==> config.mk <==
export PLATFORM = sky130hd
export DESIGN_NAME = bsg_two_fifo_ctrl_w9
export DESIGN_NICKNAME = d
export VERILOG_FILES = /design/src/rtl/bsg_two_fifo_pkg.sv /design/src/rtl/bsg_two_fifo_storage_w9.sv /design/src/rtl/bsg_two_fifo_ctrl_w9.sv
export SDC_FILE = /design/constraint.sdc
export NUM_CORES = 1
export LEC_CHECK = 0
export ABC_AREA = 0
export BUFFER_PORTS_ARGS = -buffer_cell sky130_fd_sc_hd__buf_2
export CAP_MARGIN = 20
export CORE_ASPECT_RATIO = 0.75
export CORE_MARGIN = 1.5
export CORE_UTILIZATION = 40
export CTS_BUF_LIST = sky130_fd_sc_hd__clkbuf_4
export DETAILED_ROUTE_END_ITERATION = 7
export GPL_TIMING_DRIVEN = 0
export HOLD_SLACK_MARGIN = 0.12
export PLACE_DENSITY_LB_ADDON = 0.25
export SETUP_SLACK_MARGIN = 0.15
export SLEW_MARGIN = 20
export SYNTH_ARGS = -nofsm -noshare
export SYNTH_HDL_FRONTEND = slang
export SYNTH_SLANG_ARGS = --single-unit
==> constraint.sdc <==
create_clock -name clk_i -period 1.8 [get_ports clk_i]
set_input_delay 0.18 -clock clk_i [delete_from_list [all_inputs] [get_ports clk_i]]
set_output_delay 0.18 -clock clk_i [all_outputs]
set_load 0.005 [all_outputs]
==> src/rtl/bsg_two_fifo_pkg.sv <==
// bsg_two_fifo_pkg
//   Shared definitions for the two-entry FIFO controller and its storage.
//   Holds the entry count, the pointer width, the 9-bit data type and the
//   occupancy encoding that is decoded from the empty/full flags.
package bsg_two_fifo_pkg;

  localparam int unsigned els_lp       = 2;
  localparam int unsigned ptr_width_lp = 1;

  typedef logic [8:0]              data_t;
  typedef logic [ptr_width_lp-1:0] ptr_t;

  typedef enum logic [1:0] {
    OCC_EMPTY = 2'd0,
    OCC_ONE   = 2'd1,
    OCC_FULL  = 2'd2
  } occ_e;

  // Occupancy is fully described by the two flags; both set never occurs.
  function automatic occ_e occ_decode(input logic empty, input logic full);
    occ_e occ;
    if (empty)     occ = OCC_EMPTY;
    else if (full) occ = OCC_FULL;
    else           occ = OCC_ONE;
    return occ;
  endfunction

endpackage

==> src/rtl/bsg_two_fifo_storage_w9.sv <==
// bsg_two_fifo_storage_w9
//   Flop array holding the FIFO entries (els_p x 9 bits). Not reset.
// Ports:
//   clk_i     - clock; writes on posedge
//   w_v_i     - write strobe
//   w_addr_i  - write entry index
//   w_data_i  - write data
//   r_addr_i  - read entry index (combinational read)
//   r_data_o  - read data
module bsg_two_fifo_storage_w9
  import bsg_two_fifo_pkg::*;
#(
  parameter int unsigned els_p = els_lp
) (
  input  logic  clk_i,
  input  logic  w_v_i,
  input  ptr_t  w_addr_i,
  input  data_t w_data_i,
  input  ptr_t  r_addr_i,
  output data_t r_data_o
);

  data_t mem_q [els_p];

  always_ff @(posedge clk_i) begin
    for (int unsigned i = 0; i < els_p; i++) begin
      if (w_v_i && (w_addr_i == ptr_t'(i))) begin
        mem_q[i] <= w_data_i;
      end
    end
  end

  always_comb begin
    r_data_o = mem_q[r_addr_i];
  end

endmodule

==> src/rtl/bsg_two_fifo_ctrl_w9.sv <==
// bsg_two_fifo_ctrl_w9
//   Two-entry, 9-bit FIFO: ready/valid producer side, valid/yumi consumer
//   side. ready_o depends only on registered state (plus reset), so there is
//   no combinational path from yumi_i to ready_o.
//   Optional macro BSG_TWO_FIFO_CTRL_BYPASS_EN: when the FIFO is empty, v_i
//   and data_i are presented on v_o/data_o in the same cycle; if the consumer
//   takes that word immediately it is never written.
// Ports:
//   clk_i    - clock
//   reset_i  - synchronous active-high reset
//   v_i      - producer valid
//   data_i   - producer data
//   ready_o  - FIFO can accept (enqueue when v_i & ready_o)
//   v_o      - head entry valid
//   data_o   - head entry data
//   yumi_i   - consumer takes head (ignored while nothing is valid)
module bsg_two_fifo_ctrl_w9
  import bsg_two_fifo_pkg::*;
#(
  parameter int unsigned width_p = 9,
  parameter int unsigned els_p   = 2
) (
  input  logic               clk_i,
  input  logic               reset_i,
  input  logic               v_i,
  input  logic [width_p-1:0] data_i,
  output logic               ready_o,
  output logic               v_o,
  output logic [width_p-1:0] data_o,
  input  logic               yumi_i
);

  ptr_t  wptr_q, wptr_d;
  ptr_t  rptr_q, rptr_d;
  logic  empty_q, empty_d;
  logic  full_q, full_d;
  logic  enq, deq;
  occ_e  occ;
  data_t r_data;

  bsg_two_fifo_storage_w9 #(
    .els_p(els_p)
  ) storage (
    .clk_i    (clk_i),
    .w_v_i    (enq),
    .w_addr_i (wptr_q),
    .w_data_i (data_i),
    .r_addr_i (rptr_q),
    .r_data_o (r_data)
  );

  always_comb begin
    occ     = occ_decode(empty_q, full_q);
    ready_o = ~full_q & ~reset_i;
    // Dequeue from storage only when a stored entry exists; this also drops
    // an illegal yumi_i while empty.
    deq     = yumi_i & ~empty_q & ~reset_i;
`ifdef BSG_TWO_FIFO_CTRL_BYPASS_EN
    v_o     = ~reset_i & (~empty_q | v_i);
    data_o  = empty_q ? data_i : r_data;
    // A word consumed straight through the bypass is never stored.
    enq     = v_i & ready_o & ~(empty_q & yumi_i);
`else
    v_o     = ~empty_q & ~reset_i;
    data_o  = r_data;
    enq     = v_i & ready_o;
`endif
    wptr_d  = wptr_q ^ ptr_t'(enq);
    rptr_d  = rptr_q ^ ptr_t'(deq);
    empty_d = (empty_q & ~enq) | (deq & ~enq & (occ == OCC_ONE));
    full_d  = (full_q & ~deq) | (enq & ~deq & (occ == OCC_ONE));
  end

  always_ff @(posedge clk_i) begin
    if (reset_i) begin
      wptr_q  <= '0;
      rptr_q  <= '0;
      empty_q <= 1'b1;
      full_q  <= 1'b0;
    end else begin
      wptr_q  <= wptr_d;
      rptr_q  <= rptr_d;
      empty_q <= empty_d;
      full_q  <= full_d;
    end
  end

endmodule

==> metrics.yaml, run 1 <==
status:
  outcome: "complete, no violations"
synthesis:
  synthDominantCellAreaShare_pct: 63.5
  yosysWarnings: 0
  synthTopCellsByArea: "edfxtp_1 64%, dfxtp_1 9.4%, mux2_2 9.3%, mux2_4 5.3%, ha_1 2.9%"
  ys_seq_area_share_pct: 72.9
  ys_top_cells_by_count: "18 x edfxtp_1, 7 x mux2_2, 4 x dfxtp_1, 4 x nor2_1, 3 x mux2_4"
  synth_edf_count: 18
  synthFlopType: "edfxtp_1"
  synth_seq_cells: 22
  synthArstFlopShare_pct: 0
  yosysMostFrequentCell: "edfxtp_1"
  synth_nets: 63
  yosysTopAreaCell: "edfxtp_1"
  avgSynthCellArea_um2: 17.7
  syn-cell-area_um2: 851
  synth.distinct_cells: 14
  synthCells: 48
worst_setup_path:
  crit_required_ns: 1.62
  endpoint_kind: "primary output"
  critPathSlowestCell: "dfxtp_1"
  path_class: "flop to primary output"
  crit_fanout: 10
  startpoint_type: "flop"
  arrival_ns: 1.31
  reg2regPathDepth: 2
  worstPathCellList: "buf_6 > mux2_2 > buf_2"
  critPathMaxStageDelay_ns: 0.36
floorplan:
  fp-row-count: 14
  pin_count: 24
  start_util_pct: 42.2
  dieArea_mm2: 0.00242
  die_width_um: 56.3
  fp.dieH_um: 42.9
  core_area_mm2: 0.00201
min_path:
  hold_class: "primary input to flop"
  hold_depth: 3
global_routing:
  overflow: 0
  track_usage_pct: 14.1
  grt_pass1_wl_um: 2440
  grt_max_degree: 14
  grt_antenna_before_repair: 0
  grt_pass1_vias: 570
timing:
  layout_setup_ws_ns: 0.313
  tightest_slew_ns: 0.404
  tns_ns: 0
  timing.fmax_ghz: 0.672
  period_share_pct: 82.6
  setup_viol: 0
  finalClockSkew_ns: 0.00272
  period_needed_ns: 1.49
  rsz0062_at_grt: "false"
  slew_viol_final: 0
  hold_violations: 0
  slew_headroom_pct: 73.0
detailed_routing:
  wl_per_cell_um: 12.5
  num_vias: 502
  drt_iter0_drc: 9
  finalWirelength_um: 1360
  route.antenna.remaining_nets: 0
  drt-vias-per-instance: 4.61
  drt-pass1-iter-count: 3
  drc: 0
clock_tree:
  numClockSinks: 22
  htreeDepth: 1
  cts_tree: "yes"
  clockBufferDepth: 2
  clk_latency_ns: 0.30
  clk_pin_slew_ns: 0.12
  clock-root-buffer: "clkbuf_4"
  cts_made_buffers: 3
power_and_ir_drop:
  seq_power_share_pct: 54.5
  p_comb_share_pct: 11.0
  switching_share_pct: 18.7
  p_leak_nw: 0.450
  vdd_drop_max_uv: 854
  internal-power_mw: 0.870
  clkPwrFrac_pct: 34.5
  p_switching_mw: 0.200
  p_per_area_mw_per_mm2: 928
layout:
  final_nets: 101
  drive_above_1_share_pct: 48.2
  final_util_pct: 57.3
  n_antenna_cell: 0
  fin_area_mm2: 0.00115
  area_growth_syn_to_layout_pct: 35.6
placement:
  post_dp_cell_area_um2: 996
  portBuffers: 23
  post-dp-hpwl_um: 926
  gp_congestion: 0.727
  pre_cts_ws_ns: 0.203
job:
  maxCapViolCount: 0
==> layout by cell type, fill, tap and decap left out <==
master / count
buf_2: 23
a211oi_1: 1
nand2b_1: 2
ha_2: 2
nor2b_2: 1
inv_1: 2
buf_6: 1
clkbuf_4: 3
dlygate4sd3_1: 10
mux2_2: 7
a21oi_1: 1
nor2_1: 4
nor2b_1: 1
nor3b_1: 1
edfxtp_1: 18
bufinv_16: 1
mux2_4: 3
dfxtp_1: 4
==> path summary, 6_finish.rpt <==
path	from	endpoint	slack, ns
max	rptr_q	data_o[4]	0.31
max reg2reg	full_q	storage.mem_q[0][7]	0.35
min reg2reg	full_q	full_q	0.50
min	yumi_i	empty_q	0.13
==> power by group through the flow <==
stage          Sequential [mW]  Combinational [mW]  Clock [mW]
2_1_floorplan            0.592              0.0576           0
3_3_place_gp             0.593              0.0983           0
3_5_place_dp             0.595               0.102           0
4_1_cts                  0.584               0.119       0.376
5_1_grt                  0.586               0.132       0.401
6_report                 0.583               0.118       0.370
==> flip-flops by register name (all words and copies together) (netlist names) <==
signal and flops:
storage.mem_q 18, rptr_q 1, full_q 1, wptr_q 1, empty_q 1
==> routing by layer <==
layer  GRT usage (%)  vias up  wire [um]
met2            25.6       15        676
li1                -      248          -
met1            14.3      237        601
met3            5.79        2         76
met5               0        -          0
met4            5.71        0         11
==> layout make-up <==
class / instances / area (um2)
Buffer: 1 / 11.3
Clock buffer: 3 / 22.5
Clock inverter: 1 / 30.0
Fill cell: 171 / 861
Inverter: 2 / 7.51
Multi-Input combinational cell: 23 / 216
Sequential cell: 22 / 621
Tap cell: 24 / 30.0
Timing Repair Buffer: 33 / 215
==> repair_timing <==
| item | in CTS | in global routing |
|---|---|---|
| hold buffers | 10 | 0 |
| endpoints found under the hold margin | 20 | 0 |
| gates resized for setup | 0 | 2 |
| endpoints found under the setup margin | 0 | 18 |
| buffers inserted | 0 | 0 |
==> cells by family (layout without fill, tap and decap cells) <==
family | after synthesis | count (layout) | share of synthesized area, %
DFF | 22 | 22 | 72.9
muxes | 10 | 10 | 14.6
and+or+nand+nor | 9 | 9 | 5.88
buffers and inverters | 3 | 40 | 2.21
adders and majority gates | 2 | 2 | 2.94
AOI/OAI and AO/OA | 2 | 2 | 1.47
==> worst max-delay path, delay by kind of cell (launching register included) <==
kind / cells / cell delay [ns]
flip-flops: 1 / 0.36
buffers and inverters: 2 / 0.29
multiplexers: 1 / 0.35
==> through the flow <==
stage	total power, mW	std cells	hold WS [ns]
final	1.07	109	0.132
after global routing	1.12	109	0.140
after CTS	1.08	109	0.125
after detailed placement	0.696	95	0.371
after global placement	0.692	95	0.367
after floorplan	0.650	48	0.252
Power figures use the tool's default switching activity.
==> run 2, diff against run 1 <==
==> constraint.sdc (replaced) <==
create_clock -name clk_i -period 1.5 [get_ports clk_i]
set_input_delay 0.15 -clock clk_i [delete_from_list [all_inputs] [get_ports clk_i]]
set_output_delay 0.15 -clock clk_i [all_outputs]
set_load 0.005 [all_outputs]
==> metrics.yaml, run 2 (synthesis results as in run 1) <==
global_routing:
  grt_max_degree: 14  # unchanged
  grt_pass1_vias: 577  # was 570
  grt_pass1_wl_um: 2670  # was 2440 um
  grt_use_met1_pct: 16.7  # was 14.3%
  grt_antenna_before_repair: 0  # unchanged
  busiest_layer: "met2"  # unchanged
  track_usage_pct: 15.8  # was 14.1%
  met3_usage_pct: 5.79  # unchanged
  gr-usage-met2_pct: 28.9  # was 25.6%
  overflow: 0  # unchanged
layout:
  final_common_cell: "edfxtp_1"  # was buf_2
  nFillCells: 163  # was 171
  seqCellArea_um2: 624  # was 621 um2
  final_cell_mix: "18 x edfxtp_1, 15 x buf_2, 12 x dlygate4sd3_1, 11 x buf_6, 10 x mux2_4"  # was 23 x buf_2, 18 x edfxtp_1, 10 x dlygate4sd3_1, 7 x mux2_2
  drive_above_1_share_pct: 52.7  # was 48.2%
  n_antenna_cell: 0  # unchanged
  largest_reg_flops: 18  # unchanged
  final_nets: 109  # was 101
  top_register: "storage.mem_q"  # unchanged
  multi_input_comb_area_um2: 264  # was 216 um2
  area_growth_syn_to_layout_pct: 56.0  # was 35.6%
timing:
  setup_viol: 0  # unchanged
  period_needed_ns: 1.40
  finalClockSkew_ns: 0.00486  # was 0.00272 ns
  timing.fmax_ghz: 0.716
  hold_violations: 0  # unchanged
  period_share_pct: 93.1
  rsz0062_at_grt: "true"  # was false
  whs_ns: 0.214  # was 0.132 ns
  slew_viol_final: 0  # unchanged
  tightest_slew_ns: 0.188  # was 0.404 ns
  slew_headroom_pct: 87.4  # was 73.0%
min_path:
  hold_class: "primary input to flop"  # unchanged
worst_setup_path:
  critPathSlowestCell: "dfxtp_4"  # was dfxtp_1
  crit_fanout: 5  # was 10
  worst-path-buf-inv: 2  # unchanged
  critPathMaxStageDelay_ns: 0.38  # was 0.36 ns
  crit_required_ns: 1.35  # was 1.62 ns
  cp_common_cell: "buf_6"
  crit_family: "flip-flops"  # unchanged
  startpoint_type: "flop"  # unchanged
  arrival_ns: 1.25  # was 1.31 ns
  worstPathCellList: "buf_6 > mux2_4 > buf_6"  # was buf_6 > mux2_2 > buf_2
  endpoint_kind: "primary output"  # unchanged
  path_class: "flop to primary output"  # unchanged
detailed_routing:
  route.antenna.remaining_nets: 0  # unchanged
  finalWirelength_um: 1640  # was 1360 um
  drt-vias-per-instance: 4.65  # was 4.61
  num_vias: 544  # was 502
  wl_per_cell_um: 14.0  # was 12.5 um
  drc: 0  # unchanged
  drt-pass1-iter-count: 4  # was 3
  drt_iter0_drc: 7  # was 9
floorplan:
  fp.dieH_um: 42.9  # unchanged
  fp-row-count: 14  # unchanged
  dieArea_mm2: 0.00242  # unchanged
  pin_count: 24  # unchanged
  start_util_pct: 42.2  # unchanged
  die_width_um: 56.3  # unchanged
  core_area_mm2: 0.00201  # unchanged
power_and_ir_drop:
  internal-power_mw: 1.10  # was 0.870 mW
  p_per_area_mw_per_mm2: 1020  # was 928 mW/mm2
  vdd_drop_max_uv: 1080  # was 854 uV
  switching_share_pct: 19.0  # was 18.7%
  clkPwrFrac_pct: 32.7  # was 34.5%
  seq_power_share_pct: 51.9  # was 54.5%
  power_mw: 1.35  # was 1.07 mW
  p_leak_nw: 0.541  # was 0.450 nW
  p_switching_mw: 0.258  # was 0.200 mW
  p_comb_share_pct: 15.4  # was 11.0%
clock_tree:
  htreeDepth: 1  # unchanged
  clock-root-buffer: "clkbuf_4"  # unchanged
  clk_latency_ns: 0.30  # about the same
  cts_made_buffers: 3  # unchanged
  numClockSinks: 22  # unchanged
  cts_tree: "yes"  # unchanged
  clk_pin_slew_ns: 0.12  # about the same
  clockBufferDepth: 2  # unchanged
placement:
  portBuffers: 23  # unchanged
  post-dp-hpwl_um: 926  # unchanged
  gp_congestion: 0.727  # unchanged
status:
  outcome: "complete, no violations"  # unchanged
job:
  maxCapViolCount: 0  # unchanged
[run 2: worst register-to-register path, stage by stage, from the launching register on]
cell and delay [ns]:
dfxtp_1 0.37, nor3b_4 0.22, buf_4 0.16, ha_4 0.21
[run 2: power by group through the flow]
stage,Combinational (mW),Clock [mW],Sequential (mW)
2_1_floorplan,0.0692,0,0.711
3_3_place_gp,0.118,0,0.712
3_5_place_dp,0.122,0,0.714
4_1_cts,0.196,0.452,0.703
5_1_grt,0.225,0.481,0.706
6_report,0.208,0.443,0.702
[run 2: routing by layer]
layer	routed length, um	vias up
met5	0	-
met4	11	0
met3	77	2
met2	862	21
met1	691	258
li1	-	263
[run 2: final cells by class]
| type | instances | share of cell area [%] |
|---|---|---|
| clock buffer | 3 | 1.70 |
| multi-input combinational | 23 | 19.9 |
| clock inverter | 1 | 2.26 |
| buffer | 1 | 0.848 |
| timing repair buffer | 41 | 25.4 |
| sequential | 22 | 47.0 |
| inverter | 2 | 0.566 |
| tap | 24 | 2.26 |
[run 2: timing repair]
item                                    in CTS  in global routing
endpoints found under the setup margin      27                 27
cloned                                       1                  0
pin swaps                                    3                  1
buffers inserted                             3                  2
hold buffers                                12                  0
endpoints found under the hold margin       21                  0
gates resized for setup                     23                  3
[run 2: final timing paths]
check	startpoint	end	slack [ns]	cells after the start
worst min register to register	full_q	full_q	0.55	2
worst max register to register	full_q	storage.mem_q[0][4]	0.25	3
worst min-delay path	reset_i	empty_q	0.21	3
worst max-delay path	rptr_q	data_o[4]	0.10	3
[run 2: metrics by stage]
stage	util, %	instance area, um2	instances	worst slack (ns)	TNS, ns
detailed placement	49.4	996	95	-0.0667	-1.19
global route	65.9	1330	117	0.0479	0
CTS	64.2	1290	115	0.0809	0
finish	65.9	1330	117	0.104	0
floorplan	-	851	48	0.179	0
global placement	49.4	996	95	-0.0477	-0.854
==> run 3, diff against run 2 <==
--- a/config.mk
+++ b/config.mk
@@ -11,7 +11,7 @@
 export CORE_ASPECT_RATIO = 0.75
 export CORE_MARGIN = 1.5
 export CORE_UTILIZATION = 40
-export CTS_BUF_LIST = sky130_fd_sc_hd__clkbuf_4
+export CTS_BUF_LIST = sky130_fd_sc_hd__clkbuf_16
 export DETAILED_ROUTE_END_ITERATION = 7
 export GPL_TIMING_DRIVEN = 0
 export HOLD_SLACK_MARGIN = 0.12
==> metrics.yaml, run 3 (synthesis results as in run 1) <==
worst_setup_path:
  path_class: "flop to primary output"  # unchanged
  crit_path_start: "rptr_q"  # unchanged
  critPathMaxStageDelay_ns: 0.36  # was 0.38 ns
  worst-r2r-setup-slack_ns: 0.25  # about the same
  critPathSlowestCell: "dfxtp_4"  # unchanged
  r2r_start: "full_q"  # unchanged
  worst-path-buf-inv: 2  # unchanged
  reg2regPathDepth: 3  # unchanged
  startpoint_type: "flop"  # unchanged
  crit_end: "data_o[1]"  # was data_o[4]
  arrival_ns: 1.20  # was 1.25 ns
  worstPathCellList: "buf_6 > mux2_2 > buf_2"  # was buf_6 > mux2_4 > buf_6
  endpoint_kind: "primary output"  # unchanged
  cp_num_cells: 3  # unchanged
  crit_required_ns: 1.35  # about the same
  crit_family: "flip-flops"  # unchanged
  r2r_end: "storage.mem_q[0][1]"  # was storage.mem_q[0][4]
  crit_fanout: 5  # unchanged
layout:
  final_nets: 106  # was 109
  fin_area_mm2: 0.00128  # was 0.00133 mm2
  final_common_cell: "buf_2"  # was edfxtp_1
  top_register: "storage.mem_q"  # unchanged
  largest_reg_flops: 18  # unchanged
  area_growth_syn_to_layout_pct: 50.7  # was 56.0%
  final_cell_mix: "24 x buf_2, 18 x edfxtp_1, 9 x dlygate4sd3_1, 7 x mux2_4"  # was 18 x edfxtp_1, 15 x buf_2, 12 x dlygate4sd3_1, 11 x buf_6, 10 x mux2_4
  n_antenna_cell: 0  # unchanged
  drive_above_1_share_pct: 54.4  # was 52.7%
global_routing:
  grt_pass1_vias: 579  # was 577
  track_usage_pct: 15.1  # was 15.8%
  grt_max_degree: 14  # unchanged
  grt_antenna_before_repair: 0  # unchanged
  grt_pass1_wl_um: 2570  # was 2670 um
  overflow: 0  # unchanged
clock_tree:
  clk_latency_ns: 0.25  # was 0.30 ns
  cts_made_buffers: 3  # unchanged
  htreeDepth: 1  # unchanged
  cts_tree: "yes"  # unchanged
  clock-root-buffer: "clkbuf_16"  # was clkbuf_4
  clk_pin_slew_ns: 0.06  # was 0.12 ns
  clockBufferDepth: 2  # unchanged
  numClockSinks: 22  # unchanged
floorplan:
  core_area_mm2: 0.00201  # unchanged
  pin_count: 24  # unchanged
  dieArea_mm2: 0.00242  # unchanged
  fp-row-count: 14  # unchanged
  start_util_pct: 42.2  # unchanged
  fp.dieH_um: 42.9  # unchanged
  die_width_um: 56.3  # unchanged
power_and_ir_drop:
  switching_share_pct: 17.6  # was 19.0%
  vdd_drop_max_uv: 988  # was 1080 uV
  p_per_area_mw_per_mm2: 1250  # was 1020 mW/mm2
  clkPwrFrac_pct: 45.7  # was 32.7%
  p_leak_nw: 0.522  # was 0.541 nW
  internal-power_mw: 1.33  # was 1.10 mW
  power_mw: 1.61  # was 1.35 mW
  p_switching_mw: 0.283  # was 0.258 mW
  seq_power_share_pct: 43.7  # was 51.9%
  p_comb_share_pct: 10.5  # was 15.4%
detailed_routing:
  drt_iter0_drc: 2  # was 7
  finalWirelength_um: 1590  # was 1640 um
  wl_per_cell_um: 13.9  # was 14.0 um
  drt-pass1-iter-count: 3  # was 4
  drc: 0  # unchanged
  num_vias: 533  # was 544
  route.antenna.remaining_nets: 0  # unchanged
  drt-vias-per-instance: 4.68  # was 4.65
timing:
  whs_ns: 0.164  # was 0.214 ns
  period_needed_ns: 1.35  # was 1.40 ns
  tightest_slew_ns: 0.189  # was 0.188 ns
  period_share_pct: 90.0  # was 93.1%
  slew_headroom_pct: 87.4  # about the same
  timing.fmax_ghz: 0.741  # was 0.716 GHz
  setup_viol: 0  # unchanged
  slew_viol_final: 0  # unchanged
  rsz0062_at_grt: "true"  # unchanged
  finalClockSkew_ns: 0.00339  # was 0.00486 ns
  tns_ns: 0  # unchanged
  hold_violations: 0  # unchanged
min_path:
  hold_class: "primary input to flop"  # unchanged
job:
  maxCapViolCount: 0  # unchanged
placement:
  post_dp_cell_area_um2: 996  # unchanged
  portBuffers: 23  # unchanged
  post-dp-hpwl_um: 926  # unchanged
  gp_congestion: 0.727  # unchanged
status:
  outcome: "complete, no violations"  # unchanged
==> run 3: how the worst min path moves through the flow <==
stage                   start             endpoint  slack (ns)  depth (start not counted)
floorplan             reset_i               wptr_q        0.22                          1
global placement    data_i[6]  storage.mem_q[0][6]        0.34                          1
detailed placement  data_i[1]  storage.mem_q[0][1]        0.34                          1
CTS                   reset_i               wptr_q        0.15                          2
global route           yumi_i              empty_q        0.19                          3
finish                 yumi_i              empty_q        0.16                          3
==> run 3: final cells by class <==
class / count / area (um2)
Fill cell: 160 / 732
Sequential cell: 22 / 624
Multi-Input combinational cell: 23 / 253
Timing Repair Buffer: 38 / 251
Clock buffer: 3 / 75.1
Clock inverter: 1 / 30.0
Tap cell: 24 / 30.0
Buffer: 1 / 11.3
Inverter: 2 / 7.51
==> run 3: power groups by stage <==
stage	clock network (mW)	registers, mW	logic, mW
6_report	0.736	0.703	0.169
5_1_grt	0.765	0.706	0.187
4_1_cts	0.747	0.704	0.158
3_5_place_dp	0	0.714	0.122
3_3_place_gp	0	0.712	0.118
2_1_floorplan	0	0.711	0.0692
==> run 3: worst reg2reg max path: stages (launching register included) <==
cell	delay, ns
dfxtp_1	0.35
nor3b_4	0.22
buf_4	0.16
ha_4	0.21
==> run 3: stage by stage <==
stage / utilization [%] / setup slack [ns] / std cells
2_1_floorplan: - / 0.179 / 48
3_3_place_gp: 49.4 / -0.0477 / 95
3_5_place_dp: 49.4 / -0.0667 / 95
4_1_cts: 62.0 / 0.141 / 112
5_1_grt: 63.7 / 0.114 / 114
6_report: 63.7 / 0.150 / 114
==> run 3: timing repair <==
| action | 4_1_cts | 5_1_grt |
|---|---|---|
| setup buffers | 3 | 2 |
| cloned | 1 | 0 |
| endpoints found under the hold margin | 18 | 0 |
| hold buffers | 9 | 0 |
| pin swaps | 3 | 1 |
| resized for setup | 11 | 3 |
| endpoints found under the setup margin | 27 | 27 |
==> run 3: metal layers <==
layer / global-route usage (%) / up-vias / part of all wire (%)
li1: - / 258 / -
met1: 16.3 / 254 / 43
met2: 27.1 / 17 / 50
met3: 4.88 / 4 / 5.0
met4: 7.14 / 0 / 1.6
met5: 0 / - / 0
